--- config.mk ---
export PLATFORM = sky130hd
export DESIGN_NAME = membus_width_bridge
export DESIGN_NICKNAME = d
export VERILOG_FILES = /design/src/rtl/membus_width_bridge.sv
export SDC_FILE = /design/constraint.sdc
export NUM_CORES = 1
export LEC_CHECK = 0
export ABC_AREA = 1
export CAP_MARGIN = 20
export CORE_MARGIN = 3
export CORE_UTILIZATION = 52
export CTS_CLUSTER_SIZE = 10
export DETAILED_ROUTE_END_ITERATION = 16
export GPL_TIMING_DRIVEN = 0
export PLACE_DENSITY_LB_ADDON = 0.05
export SYNTH_ARGS = -nofsm -noshare
export SYNTH_HDL_FRONTEND = slang
export SYNTH_SLANG_ARGS = --single-unit
--- constraint.sdc ---
create_clock -name clk_i -period 2.49 [get_ports clk_i]
set_input_delay 0.3735 -clock clk_i [delete_from_list [all_inputs] [get_ports clk_i]]
set_output_delay 0.3735 -clock clk_i [all_outputs]
set_load 0.03 [all_outputs]
--- src/rtl/membus_width_bridge.sv ---
`default_nettype none
// ============================================================================
//  Module   : membus_width_bridge
//  Purpose  : Adapts a narrow core-side bus (byte address, ILEN-bit data) to a
//             wide memory-side bus (word address, MEM_DATA_WIDTH-bit data).
//             Picks the ILEN lane out of each wide word on reads. Narrow writes
//             become read-modify-write, because the memory bus has no byte
//             mask. Only one transaction is in flight at a time.
//  Ports    : clk_i          clock, rising edge
//             rst_ni         asynchronous reset, active-low
//             core_valid_i   core request valid
//             core_ready_o   bridge can accept a request (IDLE only)
//             core_addr_i    core byte address
//             core_wen_i     1 = write
//             core_wdata_i   core write data
//             core_rvalid_o  one-cycle response pulse per accepted request
//             core_rdata_o   response data (old lane value for writes)
//             mem_valid_o    memory request valid
//             mem_ready_i    memory accepts request
//             mem_addr_o     memory word address
//             mem_wen_o      memory write
//             mem_wdata_o    full-word write data
//             mem_rvalid_i   memory response pulse (reads and writes)
//             mem_rdata_i    memory read data
//  Revision : 1.0  initial release
// ============================================================================
module membus_width_bridge #(
   parameter int ILEN           = 32,
   parameter int XLEN           = 32,
   parameter int MEM_DATA_WIDTH = 64,
   parameter int MEM_ADDR_WIDTH = 20
) (
   input  logic                      clk_i,
   input  logic                      rst_ni,
   input  logic                      core_valid_i,
   output logic                      core_ready_o,
   input  logic [XLEN-1:0]           core_addr_i,
   input  logic                      core_wen_i,
   input  logic [ILEN-1:0]           core_wdata_i,
   output logic                      core_rvalid_o,
   output logic [ILEN-1:0]           core_rdata_o,
   output logic                      mem_valid_o,
   input  logic                      mem_ready_i,
   output logic [MEM_ADDR_WIDTH-1:0] mem_addr_o,
   output logic                      mem_wen_o,
   output logic [MEM_DATA_WIDTH-1:0] mem_wdata_o,
   input  logic                      mem_rvalid_i,
   input  logic [MEM_DATA_WIDTH-1:0] mem_rdata_i
);

   localparam int OFS    = $clog2(MEM_DATA_WIDTH / 8);
   localparam int LOFS   = $clog2(ILEN / 8);
   localparam int R      = MEM_DATA_WIDTH / ILEN;
   localparam int LANE_W = (R > 1) ? $clog2(R) : 1;

   typedef enum logic [2:0] {
      S_IDLE    = 3'd0,
      S_RD_REQ  = 3'd1,
      S_RD_WAIT = 3'd2,
      S_WR_REQ  = 3'd3,
      S_WR_WAIT = 3'd4,
      S_RESP    = 3'd5
   } state_t;

   state_t                    state_q, state_d;
   logic [MEM_ADDR_WIDTH-1:0] mem_addr_q, mem_addr_d;
   logic [LANE_W-1:0]         lane_q, lane_d;
   logic                      wen_q, wen_d;
   logic [ILEN-1:0]           wdata_q, wdata_d;
   logic [ILEN-1:0]           old_q, old_d;
   logic [MEM_DATA_WIDTH-1:0] mem_wdata_q, mem_wdata_d;
   logic [ILEN-1:0]           rdata_q, rdata_d;

   logic [LANE_W-1:0]         w_lane_in;
   logic [ILEN-1:0]           w_lane_old;
   logic [MEM_DATA_WIDTH-1:0] w_merged;
   logic                      w_accept;

   // Lane field only exists when a memory word holds more than one core word.
   generate
      if (R > 1) begin : g_lane
         assign w_lane_in = core_addr_i[OFS-1:LOFS];
      end else begin : g_no_lane
         assign w_lane_in = '0;
      end
   endgenerate

   // Sub-word offset bits and address bits above the memory range are
   // deliberately discarded (no misalignment error, addresses wrap).
   generate
      if (LOFS > 0) begin : g_lo_unused
         logic w_unused_lo;
         assign w_unused_lo = ^core_addr_i[LOFS-1:0];
      end
      if (XLEN > OFS + MEM_ADDR_WIDTH) begin : g_hi_unused
         logic w_unused_hi;
         assign w_unused_hi = ^core_addr_i[XLEN-1:OFS+MEM_ADDR_WIDTH];
      end
   endgenerate

   // Extract the addressed lane and build the write-merged word in one pass.
   always_comb begin
      w_lane_old = '0;
      w_merged   = mem_rdata_i;
      for (int k = 0; k < R; k++) begin
         if (lane_q == LANE_W'(k)) begin
            w_lane_old                 = mem_rdata_i[k*ILEN +: ILEN];
            w_merged[k*ILEN +: ILEN]   = wdata_q;
         end
      end
   end

   // Ready is gated by reset so the core sees 0 for the whole reset window.
   assign core_ready_o  = rst_ni && (state_q == S_IDLE);
   assign w_accept      = core_valid_i && core_ready_o;
   assign mem_valid_o   = (state_q == S_RD_REQ) || (state_q == S_WR_REQ);
   assign mem_wen_o     = (state_q == S_WR_REQ);
   assign mem_addr_o    = mem_addr_q;
   assign mem_wdata_o   = mem_wdata_q;
   assign core_rvalid_o = (state_q == S_RESP);
   assign core_rdata_o  = rdata_q;

   always_comb begin
      state_d     = state_q;
      mem_addr_d  = mem_addr_q;
      lane_d      = lane_q;
      wen_d       = wen_q;
      wdata_d     = wdata_q;
      old_d       = old_q;
      mem_wdata_d = mem_wdata_q;
      rdata_d     = rdata_q;
      case (state_q)
         S_IDLE: begin
            if (w_accept) begin
               mem_addr_d = core_addr_i[OFS+MEM_ADDR_WIDTH-1:OFS];
               lane_d     = w_lane_in;
               wen_d      = core_wen_i;
               wdata_d    = core_wdata_i;
               if (core_wen_i && (R == 1)) begin
                  // Full-width write: no read phase needed.
                  mem_wdata_d             = '0;
                  mem_wdata_d[ILEN-1:0]   = core_wdata_i;
                  state_d                 = S_WR_REQ;
               end else begin
                  state_d = S_RD_REQ;
               end
            end
         end
         S_RD_REQ: begin
            if (mem_ready_i) state_d = S_RD_WAIT;
         end
         S_RD_WAIT: begin
            if (mem_rvalid_i) begin
               if (wen_q) begin
                  old_d       = w_lane_old;
                  mem_wdata_d = w_merged;
                  state_d     = S_WR_REQ;
               end else begin
                  rdata_d = w_lane_old;
                  state_d = S_RESP;
               end
            end
         end
         S_WR_REQ: begin
            if (mem_ready_i) state_d = S_WR_WAIT;
         end
         S_WR_WAIT: begin
            if (mem_rvalid_i) begin
               // Writes return the pre-write lane; full-width writes return 0.
               rdata_d = (R > 1) ? old_q : '0;
               state_d = S_RESP;
            end
         end
         S_RESP: begin
            state_d = S_IDLE;
         end
         default: begin
            state_d = S_IDLE;
         end
      endcase
   end

   always_ff @(posedge clk_i or negedge rst_ni) begin
      if (!rst_ni) begin
         state_q     <= S_IDLE;
         mem_addr_q  <= '0;
         lane_q      <= '0;
         wen_q       <= 1'b0;
         wdata_q     <= '0;
         old_q       <= '0;
         mem_wdata_q <= '0;
         rdata_q     <= '0;
      end else begin
         state_q     <= state_d;
         mem_addr_q  <= mem_addr_d;
         lane_q      <= lane_d;
         wen_q       <= wen_d;
         wdata_q     <= wdata_d;
         old_q       <= old_d;
         mem_wdata_q <= mem_wdata_d;
         rdata_q     <= rdata_d;
      end
   end

endmodule
`default_nettype wire

==> results.md <==
* Status: completed
* Final min period at between 2 and 2.5 ns
* Crit Path Max Fanout at 10
* Final setup margin at about 0.1 ns
* Vias at roughly 8.4k
* CTS root buf: clkbuf_16
* Cell Area, Synth at slightly below 9000 um^2
* Nets@finish at about 1.5k
* Psw at 7.476 mW
* GRT Total Usage at a little under a third
* Syn Nets at about 1.2k
* Placed cell count at about 1.6k
* RePlAce Congestion at 0.8920
* Dominant cells by area after synthesis: dfrtp_1, nand2_1, nor2_1
* Switching share of power at 44.79%
* Synth warnings at 0
* DRT antenna net count at 0
* Seq/Total Area, Yosys at between 50% and 60%
* Post-CTS setup buffer count at 0
* Sequential share of power at between 30% and 40%
* Worst EP arrival at between 2 and 2.5 ns
* Vias per Instance at 5.269
* Slew Viols, Final at 0
* I/O pin total at about 250
* Fillers at between 1k and 1.5k
* Drt wl/cell at roughly 18 um
* Mean Syn Cell Area at ~8.0 um^2
* Critical-path top delay cell: dfrtp_1
* Synth-to-Final Area Change at 39.64%
* Skew final at between 0.009 and 0.01 ns
* Buf/Inv on CP at 4
* CP startpoint kind: flip-flop
* Clk buf depth at 2
* Reg area at ~4600 um^2
* Total clock buffers created by CTS at 17
* Count leader, synth: nand2_1
* Clock sink count at between 150 and 200
* Non-filler cells, final at roughly 1.6k
* Post-synth ARST share at 100.0%
* Initial antenna violation count at 0
* CTS tree: yes
* Post-synth top flop: dfrtp_1
* TritonRoute pass-1 iters at 5
* Core area at approximately 17000 um^2
* Final Power at roughly 17 mW
* Pwr dens at 1353 nW/um^2
* Final hold violations at 0
* Drt drc at 0
* Leakage power at between 5 and 6 nW
* Die height at 136.3 um
* Synth top area share at a little over half
* Worst path top cell family by delay: buffers and inverters
* Post-synth cell types at 21
* Syn Inst Count at approximately 1.1k
* Die width at about 140 um
* CTS clk-pin slew, worst paths at 0.07 ns
* Diode count at 0
* Post-synth EDFFs at 0
* Worst-skew pair later-pin latency at 0.43 ns
* Worst path max stage delay at around 0.43 ns
* #FFs+latches synth at around 190
* Finish-stage setup viols at 0
* First-pass GRT wire length at ~44000 um
* Area of the multi-input gates at 3379 um^2
* Setup CP Type: reg -> out
* Data required time of the worst path at 2.12 ns
* Site row count at 47
* FMAX at about 0.42 GHz
* Pre-CTS setup slack at -0.9600 ns
* Cell Int Power at 9.214 mW
* Max-slew headroom at 61.79%
* Worst Setup End Kind: primary output
* Dpl hpwl at 20330 um
* Total grt overflow at 0
* CP Cell Sequence: inv_2, nand2_1, nor3_4, buf_6, buf_4, clkdlybuf4s15_2
* Finished Core Util at about three quarters
* H-tree depth at 4
* PortBufs at roughly 240
* Drt initial violations at ~740
* Gate power share at between 50 and 60%
* DP Area at between 10000 and 15000 um^2
* Die ar. at 18590 um^2
* Dominant cell type by area after synthesis: dfrtp_1
* Period utilization at between 90 and 100%
* Slew @ Worst Pin at 0.5732 ns
* Largest net degree at the start of global routing at 49
* Final WL at approximately 28000 um
* Proportion of layout cells with a drive suffix above 1 at between 10 and 15%
* Final instance area at 12340 um^2
* WHS at about 0.023 ns
* Fin Setup TNS at 0 ns
* Clk network pwr share at between 10% and 20%
* Initial Utilization at 53.27%
* Synth top cells by count: nand2_1, dfrtp_1, nor2_1, inv_1, o21ai_0
* Hold crit path type: in -> async
* Vias in the first global route at about 8.2k
* Max IR drop VDD at 0.0007795 V
* # Max-Cap Violations at 0
==> registers in the layout, summed over array words and instances (netlist names) <==
| signal | cells |
|---|---|
| core_rdata_o | 32 |
| lane_q | 1 |
| mem_addr_o | 20 |
| mem_wdata_o | 64 |
| old_q | 32 |
| state_q | 3 |
| wdata_q | 32 |
| wen_q | 1 |
==> worst reg2reg max path: cells and delay by family, from the launching register on <==
family | cells | cell delay (ns)
buf+inv | 2 | 0.48
simple gates | 5 | 0.75
flops | 1 | 0.43
==> cell usage in the layout (no fill, tap or decap), types with 21 or more instances in the layout <==
cell type        instances
nand2_1                316
o21ai_0                 94
nor2_1                 129
a21oi_1                 75
clkdlybuf4s50_1        240
buf_4                   21
buf_2                   22
dfrtp_1                185
inv_1                  101
nand3_1                 57
clkbuf_1                22
a21oi_2                 52
==> metal layers <==
metal / wire length (um) / up-vias / global-route usage (%)
li1: - / 4009 / -
met1: 11270 / 4014 / 39.75
met2: 13560 / 361 / 50.52
met3: 2234 / 63 / 7.513
met4: 1133 / 0 / 13.61
met5: 0 / - / 0
==> worst paths after layout <==
kind,start,to,slack (ns),depth (start not counted)
setup / recovery,state_q[1],core_ready_o,0.10,6
hold / removal,rst_ni,old_q[20],0.02,3
setup reg to reg,state_q[1],lane_q,0.72,7
hold reg to reg,wdata_q[15],wdata_q[15],0.47,2
max in group asynchronous,rst_ni,mem_wdata_o[15],2.22,2
min in group clk_i,wdata_q[15],wdata_q[15],0.47,2
==> final cells by class <==
type	count	share of cell area (%)
multi-input cells	740	27.39
plain buffers	73	3.631
clock inverters	12	0.9229
flip-flops and latches	185	37.53
well taps	220	2.231
inverters	104	3.164
repair buffers	249	21.43
clock buffers	20	3.702
==> cell families after synthesis <==
group / count (synthesis) / share of synthesized area, %
AOI/OAI and AO/OA: 225 / 14.96
buffers and inverters: 177 / 9.418
muxes: 1 / 0.1133
DFF: 185 / 52.40
and+or+nand+nor: 514 / 23.11
==> timing repair <==
item | in CTS | in global routing
endpoints found under the hold margin | 94 | 0
gates resized for setup | 6 | 2
setup endpoints to repair | 1 | 1
hold buffers | 4 | 0
gates cloned | 2 | 0
==> power by group through the flow <==
stage	sequential [mW]	clock (mW)	combinational, mW
2_1_floorplan	7.00	0	3.48
3_3_place_gp	5.30	0	8.46
3_5_place_dp	5.33	0	8.62
4_1_cts	5.30	2.68	8.74
5_1_grt	5.45	2.81	9.50
6_report	5.32	2.65	8.72
No activity file was read; power rests on OpenSTA's default activity.
